<file path="config.mk">
export PLATFORM = sky130hd
export DESIGN_NAME = cdr_lock_ctrl
export DESIGN_NICKNAME = d
export VERILOG_FILES = /design/src/rtl/cdr_pkg.sv /design/src/rtl/cdr_lock_ctrl_err_window_acc.sv /design/src/rtl/cdr_lock_ctrl.sv
export SDC_FILE = /design/constraint.sdc
export NUM_CORES = 1
export LEC_CHECK = 0
export CAP_MARGIN = 20
export CORE_UTILIZATION = 53
export CTS_BUF_LIST = sky130_fd_sc_hd__clkbuf_8
export DETAILED_ROUTE_END_ITERATION = 8
export PLACE_DENSITY = 0.77
export SLEW_MARGIN = 15
export SYNTH_ARGS = -nofsm -noshare
export SYNTH_HDL_FRONTEND = slang
export SYNTH_SLANG_ARGS = --single-unit
</file>
<file path="constraint.sdc">
create_clock -name clk -period 8.5 [get_ports clk]
set_input_delay 1.7 -clock clk [delete_from_list [all_inputs] [get_ports clk]]
set_output_delay 1.7 -clock clk [all_outputs]
set_load 0.005 [all_outputs]
</file>
<file path="src/rtl/cdr_pkg.sv">
// Shared encodings and default gear-shift gains for the CDR lock sequencer.
package cdr_pkg;

  typedef enum logic [1:0] {
    CDR_IDLE   = 2'd0,
    CDR_ACQ    = 2'd1,
    CDR_TRACK  = 2'd2,
    CDR_LOCKED = 2'd3
  } cdr_state_t;

  localparam int KP_ACQ_DEF = 4;
  localparam int KI_ACQ_DEF = 8;
  localparam int KP_TRK_DEF = 7;
  localparam int KI_TRK_DEF = 14;

  // |x| for a signed 16-bit error; the one unrepresentable value saturates.
  function automatic logic [14:0] sat_mag(input logic [15:0] x);
    logic [15:0] neg;
    neg = -x;
    if (!x[15])
      sat_mag = x[14:0];
    else if (neg[15])
      sat_mag = 15'h7fff;
    else
      sat_mag = neg[14:0];
  endfunction

endpackage

</file>
<file path="src/rtl/cdr_lock_ctrl_err_window_acc.sv">
// Windowed |f_n| integrator; win_done/sum are combinational on the final strobe.
// No backpressure: consumes every sample_en strobe, clear discards the partial window.
module err_window_acc
  import cdr_pkg::*;
#(
  parameter int WIN_LOG2 = 6
) (
  input  logic                    clk,
  input  logic                    rst,
  input  logic                    clear,
  input  logic                    sample_en,
  input  logic [15:0]             f_n,
  output logic                    win_done,
  output logic [15+WIN_LOG2-1:0]  sum
);

  localparam int SW = 15 + WIN_LOG2;

  logic [SW-1:0]       acc;
  logic [WIN_LOG2-1:0] win_cnt;
  logic [14:0]         mag;
  logic                last_strobe;

  assign mag         = sat_mag(f_n);
  assign sum         = acc + {{WIN_LOG2{1'b0}}, mag};
  assign last_strobe = &win_cnt;
  assign win_done    = sample_en && !clear && last_strobe;

  always_ff @(posedge clk) begin
    if (rst || clear) begin
      acc     <= '0;
      win_cnt <= '0;
    end else if (sample_en) begin
      if (last_strobe) begin
        acc     <= '0;
        win_cnt <= '0;
      end else begin
        acc     <= sum;
        win_cnt <= win_cnt + 1'b1;
      end
    end
  end

endmodule

</file>
<file path="src/rtl/cdr_lock_ctrl.sv">
// CDR gear-shift sequencer: IDLE -> ACQ -> TRACK -> LOCKED on window |f_n| sums; outputs registered.
// Decisions land on the edge sampling a window's final strobe; no backpressure on the strobe input.
module cdr_lock_ctrl
  import cdr_pkg::*;
#(
  parameter int WIN_LOG2    = 6,
  parameter int LOCK_THR    = 2048,
  parameter int UNLOCK_THR  = 8192,
  parameter int LOCK_WINS   = 4,
  parameter int UNLOCK_WINS = 2,
  parameter int KP_ACQ      = KP_ACQ_DEF,
  parameter int KI_ACQ      = KI_ACQ_DEF,
  parameter int KP_TRK      = KP_TRK_DEF,
  parameter int KI_TRK      = KI_TRK_DEF
) (
  input  logic                    clk,
  input  logic                    rst,
  input  logic                    en,
  input  logic                    sample_en,
  input  logic [15:0]             f_n,
  output logic [1:0]              state,
  output logic                    lock,
  output logic [3:0]              kp_shift,
  output logic [3:0]              ki_shift,
  output logic                    int_clear,
  output logic                    lol_pulse,
  output logic [15+WIN_LOG2-1:0]  win_sum
);

  localparam int SW = 15 + WIN_LOG2;
  localparam logic [SW-1:0] LOCK_T   = SW'(LOCK_THR);
  localparam logic [SW-1:0] UNLOCK_T = SW'(UNLOCK_THR);
  localparam logic [7:0]    LOCK_N   = 8'(LOCK_WINS);
  localparam logic [7:0]    UNLOCK_N = 8'(UNLOCK_WINS);
  localparam logic [3:0]    KP_A     = 4'(KP_ACQ);
  localparam logic [3:0]    KI_A     = 4'(KI_ACQ);
  localparam logic [3:0]    KP_T     = 4'(KP_TRK);
  localparam logic [3:0]    KI_T     = 4'(KI_TRK);

  cdr_state_t    st;
  logic [7:0]    good_cnt;
  logic [7:0]    bad_cnt;
  logic          win_done;
  logic [SW-1:0] sum;
  logic          acc_clear;
  logic          good_win;
  logic          bad_win;
  logic [7:0]    good_nxt;
  logic [7:0]    bad_nxt;

  // The window restarts whenever the sequencer (re)starts from IDLE.
  assign acc_clear = !en || (st == CDR_IDLE);
  assign good_win  = sum < LOCK_T;
  assign bad_win   = sum >= UNLOCK_T;
  assign good_nxt  = good_cnt + 8'd1;
  assign bad_nxt   = bad_cnt + 8'd1;
  assign state     = st;

  err_window_acc #(
    .WIN_LOG2 (WIN_LOG2)
  ) u_acc (
    .clk       (clk),
    .rst       (rst),
    .clear     (acc_clear),
    .sample_en (sample_en),
    .f_n       (f_n),
    .win_done  (win_done),
    .sum       (sum)
  );

  always_ff @(posedge clk) begin
    if (rst) begin
      st        <= CDR_IDLE;
      lock      <= 1'b0;
      kp_shift  <= KP_A;
      ki_shift  <= KI_A;
      int_clear <= 1'b1;
      lol_pulse <= 1'b0;
      win_sum   <= '0;
      good_cnt  <= '0;
      bad_cnt   <= '0;
    end else begin
      lol_pulse <= 1'b0;
      if (win_done)
        win_sum <= sum;
      if (!en) begin
        st        <= CDR_IDLE;
        lock      <= 1'b0;
        kp_shift  <= KP_A;
        ki_shift  <= KI_A;
        int_clear <= 1'b1;
        good_cnt  <= '0;
        bad_cnt   <= '0;
      end else begin
        case (st)
          CDR_IDLE: begin
            st        <= CDR_ACQ;
            int_clear <= 1'b0;
            good_cnt  <= '0;
            bad_cnt   <= '0;
          end
          CDR_ACQ: begin
            if (win_done) begin
              if (!good_win) begin
                good_cnt <= '0;
              end else if (good_nxt >= LOCK_N) begin
                st       <= CDR_TRACK;
                kp_shift <= KP_T;
                ki_shift <= KI_T;
                good_cnt <= '0;
              end else begin
                good_cnt <= good_nxt;
              end
            end
          end
          CDR_TRACK: begin
            if (win_done) begin
              if (bad_win) begin
                st       <= CDR_ACQ;
                kp_shift <= KP_A;
                ki_shift <= KI_A;
                good_cnt <= '0;
              end else if (!good_win) begin
                good_cnt <= '0;
              end else if (good_nxt >= LOCK_N) begin
                st       <= CDR_LOCKED;
                lock     <= 1'b1;
                good_cnt <= '0;
                bad_cnt  <= '0;
              end else begin
                good_cnt <= good_nxt;
              end
            end
          end
          CDR_LOCKED: begin
            if (win_done) begin
              if (!bad_win) begin
                bad_cnt <= '0;
              end else if (bad_nxt >= UNLOCK_N) begin
                // One IDLE cycle re-arms the integrator before reacquiring.
                st        <= CDR_IDLE;
                lock      <= 1'b0;
                kp_shift  <= KP_A;
                ki_shift  <= KI_A;
                int_clear <= 1'b1;
                lol_pulse <= 1'b1;
                bad_cnt   <= '0;
                good_cnt  <= '0;
              end else begin
                bad_cnt <= bad_nxt;
              end
            end
          end
          default: st <= CDR_IDLE;
        endcase
      end
    end
  end

endmodule

</file>
==> out/qor.txt, run 1 <==
outcome = finished, final reports clean
cell area after synthesis = 0.00424 mm2
FF+latch count, synth = 70
H-tree levels = 3
Total Routing Usage GR = 25.1%
Logic pwr share = 13.7%
RD Place Congestion = 0.899
post-synthesis mux area share = 0.944%
final hold vios = 0
share of cells above drive strength 1 = 5.08%
Static Leak = 1.87 nW
CORE AREA = 0.00773 mm2
antenna viol nets, final = 0
DR vias/cell = 5.86
Setup TNS Final = 0 ns
Synth warnings = 0
adder-cell area share of the yosys netlist = 8.14%
R2R Path Start = u_acc.acc[0]$_SDFFE_PP0P_
worst skew pair latency = 0.35 ns
Distinct cells, synth = 62
Syn Inst Count = 549
Row Count = 32
WHS Path Cells = 2
utilization after layout = 64.1%
area fraction in and, or, nand and nor cells after synthesis = 25.4%
CTS buffer count = 9
Tmin final = 7.95 ns
relative slew slack = 26.6%
antenna violations before repair = 0
largest net degree at the start of global routing = 28
Sw Ratio = 27.4%
Tcrit/Tclk final = 93.5%
Power Internal = 505 uW
TritonCTS clock tree = yes
synth-to-layout area growth = 16.8%
# clock sinks = 70
CP max FO = 14
hold path start = win_sum[13]$_SDFFE_PP0P_
Clock Power Share = 38.6%
power per cell area = 141 mW/mm2
Starting Density = 54.9%
die area = 0.00836 mm2
CTS Buffer Depth = 2
vias in the first global route = 3732
Crit path required time = 8.79 ns
R2R Path End = good_cnt[6]$_SDFFE_PP0P_
post_cts resized = 0
Slew Viols, Final = 0
switching power = 191 uW
Post-CTS Setup Inserts = 0
Diodes inserted = 0
drt total wl = 10000 um
Compound-Gate Fraction of Synth Area = 23.0%
HP Class = register to register
Arr. time, crit path = 8.23 ns
most used flip-flop cell after synthesis = dfxtp_1
Crit Path Category = input port to register
Final setup viols = 0
first-pass GRT wire length = 16900 um
GRT overflow = 0
Worst R2R Setup Slack = 4.66 ns
Post-synth EDFFs = 0
I/O pin count = 54
Final Skew = 0.0160 ns
clock transition at the registers of the reported paths = 0.07 ns
RSZ-0062 raised after global routing = no
VDD IR max = 101 uV
WL/cell = 14.5 um
Root Driver = clkbuf_8
main combinational cell family by area after synthesis = simple AND/OR/NAND/NOR gates
Final nets = 632
I/O Buffers = 49
Slew @ Worst Pin = 1.10 ns
maxcap violations = 0
Setup crit start kind = input port
Reg power frac = 47.8%
post-synthesis sequential area ratio = 33.0%
routed vias = 4053
Reg2Reg Depth = 12
worst hold endpoint = win_sum[13]$_SDFFE_PP0P_
initial drt markers = 247
Residual DRC = 0
fmax = 0.126 GHz
DP HPWL = 7410 um
Die Width = 91.4 um
Worst Setup End Kind = register
Syn Area/Cell = 7.72 um2
Synth async-reset ratio = 0%
Die Height = 91.4 um
Pre-antenna DRT Iters = 4
synthesized-area fraction occupied by xor and xnor cells = 4.54%
hold_buf cts = 0
[area by class of cell]
| class | instances | area [um2] |
|---|---|---|
| multi-input combinational | 435 | 2650 |
| fill | 663 | 2780 |
| sequential | 70 | 1400 |
| inverter | 17 | 63.8 |
| timing repair buffer | 52 | 513 |
| tap | 102 | 128 |
| clock buffer | 9 | 124 |
| clock inverter | 7 | 72.6 |
[cells by family after synthesis]
kind of cell,Yosys count
DFF,70
other,2
adders and majority gates,27
xor gates and xnor gates,22
and+or+nand+nor,224
AOI/OAI and AO/OA,154
muxes,4
buffers and inverters,46
[state kept, by name (all words and copies together) (netlist names)]
register,cells
u_acc.win_cnt,6
u_acc.acc,21
ki_shift,1
state,2
lock,1
bad_cnt,8
int_clear,1
win_sum,21
lol_pulse,1
good_cnt,8
[layer usage]
metal,global-route usage (%),wire [um],share of wire (%)
met1,30.2,4510,45
met2,43.4,4830,48
met3,4.52,449,4.5
met4,10.7,224,2.2
met5,0,0,0
[power groups by stage]
stage	sequential [mW]	combinational, mW	clock, mW
after detailed placement	0.340	0.0939	0
after global placement	0.340	0.0920	0
after global routing	0.333	0.106	0.287
final	0.332	0.0950	0.268
after CTS	0.332	0.0942	0.272
after floorplan	0.340	0.0647	0
[Yosys cell counts, types with 3 or more instances]
library cell / n / area share, %
dfxtp_1: 70 / 33
nand2_1: 68 / 6.0
nor2_1: 60 / 5.3
a21oi_1: 44 / 5.2
o21ai_0: 43 / 5.1
ha_1: 26 / 7.7
nor3_1: 19 / 2.2
a22oi_1: 18 / 3.2
clkbuf_1: 18 / 1.6
inv_1: 16 / 1.4
or3_1: 14 / 2.1
and3_1: 13 / 1.9
nand3_1: 12 / 1.4
xnor2_1: 12 / 2.5
xor2_1: 10 / 2.1
nand4_1: 8 / 1.2
and2_1: 7 / 1.0
buf_4: 7 / 1.2
a211oi_1: 5 / 0.89
a31oi_1: 5 / 0.74
a21o_1: 4 / 0.71
mux2i_1: 4 / 0.94
nor2b_1: 4 / 0.59
o21ai_1: 4 / 0.47
nand2b_1: 3 / 0.44
nor4_1: 3 / 0.44
o21bai_1: 3 / 0.53
[per-stage QoR]
stage / hold WS [ns] / setup slack (ns) / instances / instance area (um2) / total power [mW]
6_report: 0.456 / 0.552 / 692 / 4950 / 0.696
5_1_grt: 0.480 / 0.149 / 692 / 4950 / 0.725
4_1_cts: 0.457 / 0.655 / 692 / 4950 / 0.699
3_5_place_dp: 0.447 / 0.299 / 676 / 4750 / 0.434
3_3_place_gp: 0.442 / 0.458 / 676 / 4750 / 0.432
2_1_floorplan: 0.445 / 1.57 / 551 / 4250 / 0.404
[cell usage in the layout, fill, tap and decap left out, types with 5 or more instances in the layout]
cell	netlist	final
a211oi_1	5	5
a21oi_1	44	44
a22oi_1	18	18
a31oi_1	5	5
and2_1	7	7
and3_1	13	13
clkbuf_8	0	9
clkdlybuf4s50_1	0	49
dfxtp_1	70	70
ha_1	26	26
inv_1	16	16
nand2_1	68	68
nand3_1	12	12
nand4_1	8	8
nor2_1	60	60
nor3_1	19	19
o21ai_0	43	43
or3_1	14	14
xnor2_1	12	12
xor2_1	10	10
[how the worst max path moves through the flow]
stage / end / cells past startpoint / slack [ns] / start
final: good_cnt[6]$_SDFFE_PP0P_ / 21 / 0.55 / f_n[2]
after detailed placement: good_cnt[6]$_SDFFE_PP0P_ / 21 / 0.30 / f_n[2]
after global routing: good_cnt[6]$_SDFFE_PP0P_ / 21 / 0.15 / f_n[2]
after CTS: good_cnt[6]$_SDFFE_PP0P_ / 21 / 0.65 / f_n[2]
after global placement: state[1]$_SDFFE_PP0P_ / 21 / 0.46 / f_n[2]
after floorplan: state[1]$_SDFFE_PP0P_ / 20 / 1.57 / f_n[1]
[critical path, stage by stage]
cell and delay (ns):
clkdlybuf4s50_1 0.47, or3_1 0.39, or3_1 0.33, or3_1 0.35
or3_1 0.36, or3_1 0.41, nor3_2 0.56, nand2b_1 0.28
o21ai_0 0.11, o21ai_1 0.11, ha_1 0.31, a21o_1 0.23
a221oi_1 0.51, o2bb2ai_1 0.17, o211a_1 0.29, o21bai_1 0.18
or4_4 0.48, o211ai_2 0.34, a21oi_1 0.21, nor2_1 0.26
and2_1 0.18
(Power assumes the default switching activity.)
==> inputs of run 2 (changes only) <==
--- a/config.mk
+++ b/config.mk
@@ -10,7 +10,9 @@
 export CTS_BUF_LIST = sky130_fd_sc_hd__clkbuf_8
 export DETAILED_ROUTE_END_ITERATION = 8
 export PLACE_DENSITY = 0.77
+export REMOVE_ABC_BUFFERS = 1
 export SLEW_MARGIN = 15
 export SYNTH_ARGS = -nofsm -noshare
 export SYNTH_HDL_FRONTEND = slang
 export SYNTH_SLANG_ARGS = --single-unit
+export TNS_END_PERCENT = 50
==> out/qor.txt, run 2 (synthesis results as in run 1) <==
Die Height = 91.4 um (unchanged)
final hold vios = 0 (unchanged)
RSZ-0062 raised after global routing = no
Slowest-stage cell, CP = nor3_2
register area = 0.00140 mm2 (unchanged)
CTS buffer count = 9 (unchanged)
Die Width = 91.4 um (unchanged)
largest registers = u_acc.acc (21), win_sum (21)
clock transition at the registers of the reported paths = 0.07 ns (about the same)
DR vias/cell = 5.84 (-0.33%)
CP max stage delay = 0.56 ns (about the same)
I/O pin count = 54 (unchanged)
antenna viol nets, final = 0 (unchanged)
Arr. time, crit path = 8.07 ns (-0.16 ns)
routed vias = 4028 (-0.62%)
post_cts resized = 0 (unchanged)
RD Place Congestion = 0.893 (-0.61%)
Slew Viols, Final = 0 (unchanged)
CP max FO = 14 (unchanged)
Final nets = 631 (-0.16%)
Root Driver = clkbuf_8
Fillers = 688 (+3.8%)
power per cell area = 132 mW/mm2 (-6.3%)
Pre-antenna DRT Iters = 5 (+1)
synth-to-layout area growth = 15.5%
antenna violations before repair = 0 (unchanged)
largest net degree at the start of global routing = 28 (unchanged)
sequence of cells on the critical path = clkdlybuf4s50_1 > or3_1 > or3_1 > or3_1 > or3_1 > or3_1 > nor3_2 > nand2b_1 > o21ai_0 > o21ai_1 > ha_1 > a21o_1 > a221oi_1 > o2bb2ai_1 > o211a_1 > o21bai_1 > or4_4 > o211ai_2 > a2bb2oi_1 > nand2_1 > and3_1
commonest non-fill, non-tap cells in the layout = 70 x dfxtp_1, 68 x nand2_1, 60 x nor2_1
Post-CTS Setup Inserts = 0 (unchanged)
first-pass GRT wire length = 16500 um (-2.1%)
fmax = 0.128 GHz (+1.4%)
initial drt markers = 151 (-39%)
Final setup viols = 0 (unchanged)
utilization after layout = 63.4% (-0.71 points)
share of cells above drive strength 1 = 4.08% (-1.0 points)
CTS Buffer Depth = 2 (unchanged)
# clock sinks = 70 (unchanged)
outcome = finished, final reports clean
hold_buf cts = 0 (unchanged)
Final Skew = 0.00838 ns (-0.00762 ns)
TritonCTS clock tree = yes
H-tree levels = 3 (unchanged)
Crit. Startpoint = f_n[2]
maxcap violations = 0 (unchanged)
drt total wl = 9810 um (-2.1%)
Starting Density = 54.9% (unchanged)
worst skew pair latency = 0.34 ns (about the same)
Tcrit/Tclk final = 92.2% (-1.3 points)
R2R Path Start = u_acc.acc[0]$_SDFFE_PP0P_
Tmin final = 7.84 ns (-0.112 ns)
Slew @ Worst Pin = 1.14 ns (+0.0404 ns)
die area = 0.00836 mm2 (unchanged)
Reg2Reg Depth = 12 (unchanged)
VDD IR max = 58.0 uV (-43%)
Multi-input gate area = 0.00265 mm2 (unchanged)
R2R Path End = state[1]$_SDFFE_PP0P_
CP most frequent cell = or3_1
GRT overflow = 0 (unchanged)
Residual DRC = 0 (unchanged)
Total Routing Usage GR = 24.3% (-0.74 points)
Setup TNS Final = 0 ns (unchanged)
Setup crit start kind = input port
Worst Setup End Kind = register
WL/cell = 14.2 um (-1.8%)
CORE AREA = 0.00773 mm2 (unchanged)
most common cell after layout, fill and taps aside = dfxtp_1
DP HPWL = 7300 um (-1.5%)
I/O Buffers = 49 (unchanged)
Crit Path Category = input port to register
Crit path required time = 8.74 ns (-0.05 ns)
Worst R2R Setup Slack = 4.75 ns (+0.09 ns)
relative slew slack = 23.9% (-2.7 points)
Critical Path Sink = state[1]$_SDFFE_PP0P_
vias in the first global route = 3720 (-0.32%)
HP Class = register to register
Static Leak = 1.86 nW (-0.37%)
Row Count = 32 (unchanged)
Diodes inserted = 0 (unchanged)
## run 2: cell types whose count changed in the layout (fill, tap and decap cells not counted)
| cell | delta |
|---|---|
| bufinv_16 | -1 |
| clkinvlp_4 | -2 |
| buf_4 | -1 |
| inv_1 | +4 |
| clkinv_4 | -1 |
| inv_6 | -1 |
## run 2: layout make-up
class / instances / share of cell area [%]
Multi-Input combinational cell: 435 / 54.1
Sequential cell: 70 / 28.6
Timing Repair Buffer: 51 / 10.3
Tap cell: 102 / 2.61
Clock buffer: 9 / 2.53
Inverter: 17 / 1.30
Clock inverter: 6 / 0.511
## run 2: critical path: cells and delay by family
kind                       cells  cell delay, ns
and+or+nand+nor               10            3.48
AOI/OAI and AO/OA              9            2.13
buffers and inverters          1            0.46
adders and majority gates      1            0.30
## run 2: worst min-delay path by stage
stage	startpoint	to	slack, ns	depth (start not counted)
after global routing	win_sum[0]$_SDFFE_PP0P_	win_sum[0]$_SDFFE_PP0P_	0.48	2
after CTS	win_sum[13]$_SDFFE_PP0P_	win_sum[13]$_SDFFE_PP0P_	0.46	2
after global placement	win_sum[0]$_SDFFE_PP0P_	win_sum[0]$_SDFFE_PP0P_	0.44	2
final	win_sum[13]$_SDFFE_PP0P_	win_sum[13]$_SDFFE_PP0P_	0.46	2
after floorplan	win_sum[15]$_SDFFE_PP0P_	win_sum[15]$_SDFFE_PP0P_	0.44	2
after detailed placement	win_sum[13]$_SDFFE_PP0P_	win_sum[13]$_SDFFE_PP0P_	0.45	2
## run 2: per-layer routing
metal	part of all wire [%]	GRT usage [%]
met5	0	0
met4	1.8	8.73
met3	5.0	4.52
met2	49	43.2
met1	45	29.0
## run 2: stage by stage
step	total power [mW]	setup WS (ns)	hold slack (ns)	area, um2	cells
2_1_floorplan	0.398	1.39	0.442	4110	522
3_3_place_gp	0.431	0.508	0.444	4750	675
3_5_place_dp	0.433	0.394	0.446	4750	675
4_1_cts	0.647	0.709	0.456	4900	690
5_1_grt	0.676	0.140	0.477	4900	690
6_report	0.645	0.663	0.455	4900	690
## run 2: where the power goes
group / leakage [nW] / total (mW) / internal (mW) / switching, mW
combinational: 1.20 / 0.0952 / 0.0388 / 0.0564
clock: 0.0938 / 0.217 / 0.0991 / 0.118
sequential: 0.564 / 0.333 / 0.330 / 0.00243
total: 1.86 / 0.645 / 0.468 / 0.177
==> inputs of run 3 (changes only) <==
--- a/config.mk
+++ b/config.mk
@@ -5,11 +5,12 @@
 export SDC_FILE = /design/constraint.sdc
 export NUM_CORES = 1
 export LEC_CHECK = 0
+export ABC_AREA = 1
 export CAP_MARGIN = 20
 export CORE_UTILIZATION = 53
 export CTS_BUF_LIST = sky130_fd_sc_hd__clkbuf_8
 export DETAILED_ROUTE_END_ITERATION = 8
-export PLACE_DENSITY = 0.77
+export PLACE_DENSITY = 0.76
 export REMOVE_ABC_BUFFERS = 1
 export SLEW_MARGIN = 15
 export SYNTH_ARGS = -nofsm -noshare
==> out/qor.txt, run 3 <==
Root Driver = clkbuf_8
power per cell area = 134 mW/mm2 (+1.5%)
post-synthesis sequential area ratio = 28.4% (-4.7 points)
Total Routing Usage GR = 28.6% (+4.3 points)
main combinational cell family by area after synthesis = simple AND/OR/NAND/NOR gates
post-synthesis mux area share = 0% (-0.94 points)
synth-to-layout area growth = 15.2%
largest registers = u_acc.acc (21), win_sum (21)
Syn Inst Count = 777 (+42%)
CTS buffer count = 9 (unchanged)
Diodes inserted = 0 (unchanged)
Synth async-reset ratio = 0% (unchanged)
commonest non-fill, non-tap cells in the layout = 204 x nand2_1, 119 x inv_1, 76 x nor2_1
CP max FO = 14 (unchanged)
Worst R2R Setup Slack = 5.47 ns (+0.72 ns)
Post-CTS Setup Inserts = 0 (unchanged)
Starting Density = 55.5% (+0.67 points)
Crit Path Category = input port to register
RD Place Congestion = 1.05 (+17%)
Worst Setup End Kind = register
Tcrit/Tclk final = 72.5% (-20 points)
Synth warnings = 0 (unchanged)
routed vias = 5044 (+25%)
Pre-antenna DRT Iters = 8 (+3)
largest net degree at the start of global routing = 37 (+32%)
Residual DRC = 2 (+2)
fmax = 0.162 GHz (+27%)
H-tree levels = 3 (unchanged)
adder-cell area share of the yosys netlist = 6.99% (-1.2 points)
share of cells above drive strength 1 = 8.89% (+4.8 points)
initial drt markers = 374 (+150%)
HP Class = register to register
synthesized-area fraction occupied by xor and xnor cells = 2.48% (-2.1 points)
WL/cell = 14.1 um (-0.90%)
vias in the first global route = 4729 (+27%)
Tmin final = 6.16 ns (-1.68 ns)
Compound-Gate Fraction of Synth Area = 10.5% (-12 points)
Row Count = 34 (+6.3%)
die area = 0.00971 mm2 (+16%)
Slew @ Worst Pin = 0.908 ns (-0.229 ns)
antenna viol nets, final = 0 (unchanged)
most common cell after layout, fill and taps aside = nand2_1
Die Width = 98.5 um (+7.7%)
Tot Pwr = 761 uW (+18%)
RSZ-0062 raised after global routing = no
drt total wl = 13100 um (+33%)
CORE AREA = 0.00889 mm2 (+15%)
Static Leak = 2.76 nW (+48%)
clock transition at the registers of the reported paths = 0.08 ns (about the same)
most used flip-flop cell after synthesis = dfxtp_1
# clock sinks = 70 (unchanged)
Distinct cells, synth = 44 (-29%)
relative slew slack = 39.4% (+15 points)
antenna violations before repair = 0 (unchanged)
Setup TNS Final = 0 ns (unchanged)
Final setup viols = 0 (unchanged)
Fillers = 862 (+25%)
final hold vios = 0 (unchanged)
Post-synth EDFFs = 0 (unchanged)
top cell type by total area after synthesis = dfxtp_1
Arr. time, crit path = 6.39 ns (-1.68 ns)
failing checks = design-rule violations
CTS Buffer Depth = 2 (unchanged)
first-pass GRT wire length = 22100 um (+33%)
DR vias/cell = 5.43 (-7.0%)
cell area after synthesis = 0.00494 mm2 (+16%)
VDD IR max = 106 uV (+82%)
GRT overflow = 0 (unchanged)
Crit path required time = 8.73 ns (about the same)
most frequent cells after synthesis = 204 x nand2_1, 119 x inv_1, 76 x nor2_1, 70 x dfxtp_1, 59 x nand3_1
outcome = finished, violations left
synth top area cells = dfxtp_1 28%, nand2_1 16%, inv_1 9.0%
area fraction in and, or, nand and nor cells after synthesis = 39.3% (+14 points)
Die Height = 98.5 um (+7.7%)
maxcap violations = 0 (unchanged)
post_cts resized = 0 (unchanged)
I/O pin count = 54 (unchanged)
Syn Area/Cell = 6.36 um2 (-18%)
share of the synthesized area in the top cell type = 28.4% (-4.7 points)
most frequent cell after synthesis = nand2_1
Final nets = 864 (+37%)
worst skew pair latency = 0.36 ns (+0.02 ns)
I/O Buffers = 49 (unchanged)
TritonCTS clock tree = yes
hold_buf cts = 0 (unchanged)
Final Skew = 0.00839 ns (+0.00000933 ns)
FF+latch count, synth = 70 (unchanged)
DP HPWL = 10100 um (+38%)
Setup crit start kind = input port
Slew Viols, Final = 0 (unchanged)
==> run 3: report_power, final <==
| part | internal, mW | switching, mW |
|---|---|---|
| logic | 0.0430 | 0.0754 |
| clock network | 0.173 | 0.137 |
| registers | 0.330 | 0.00236 |
| total | 0.546 | 0.215 |
==> run 3: kinds of logic after synthesis <==
family                   after synthesis
AND/OR/NAND/NOR                      423
buffers and inverters                153
AO/OA/AOI/OAI                         88
flip-flops                            70
adder cells (fa/ha/maj)               27
XOR/XNOR                              14
other                                  2
==> run 3: per-layer routing <==
layer / track usage [%] / routed length (um) / vias to the layer above
li1: - / - / 2540
met1: 39.5 / 6270 / 2310
met2: 45.8 / 5790 / 164
met3: 4.82 / 759 / 30
met4: 8.96 / 260 / 0
met5: 0 / 0 / -
==> run 3: layout make-up <==
type / count / area [um2] / area share [%]
clock inverter: 5 / 82.6 / 1.45
timing repair buffer: 51 / 505 / 8.88
sequential: 70 / 1400 / 24.6
inverter: 129 / 484 / 8.51
clock buffer: 10 / 138 / 2.42
multi-input combinational: 556 / 2940 / 51.7
tap: 108 / 135 / 2.38
==> run 3: metrics by stage <==
stage               hold slack [ns]  worst slack (ns)  utilization, %  std cells  cell area [um2]
floorplan                     0.419              3.52               -        755             4830
global placement              0.427              2.16            61.5        914             5470
detailed placement            0.430              2.08            61.5        914             5470
CTS                           0.443              2.43            64.0        929             5690
global route                  0.471              1.91            64.0        929             5690
finish                        0.443              2.34            64.0        929             5690
==> run 3: path summary, 6_finish.rpt <==
kind	to	from	cells after the start
worst min register to register	bad_cnt[7]$_SDFFE_PP0P_	bad_cnt[7]$_SDFFE_PP0P_	2
worst min-delay path	bad_cnt[7]$_SDFFE_PP0P_	bad_cnt[7]$_SDFFE_PP0P_	2
worst max-delay path	bad_cnt[0]$_SDFFE_PP0P_	f_n[2]	28
worst max register to register	bad_cnt[0]$_SDFFE_PP0P_	u_acc.acc[0]$_SDFFE_PP0P_	16
==> run 3: worst max-delay path, cell delays in order <==
cell and delay, ns:
clkdlybuf4s50_1 0.46, nor3_1 0.27, inv_1 0.09, nor2_1 0.14, inv_1 0.07, nor2_1 0.12, nand3_1 0.15, nor3_2 0.20
nand4_1 0.14, or2_1 0.41, nand2_1 0.19, ha_1 0.29, fa_1 0.35, nand2_2 0.10, nand2_1 0.12, nand3_1 0.09
nand2_1 0.13, nand2_1 0.13, nand2_1 0.08, nand2_1 0.06, nand2_1 0.13, nand3_1 0.12, nor2_2 0.16, nand3_2 0.14
nand2_1 0.17, nand3_2 0.19, nand2_1 0.10, a21oi_1 0.06
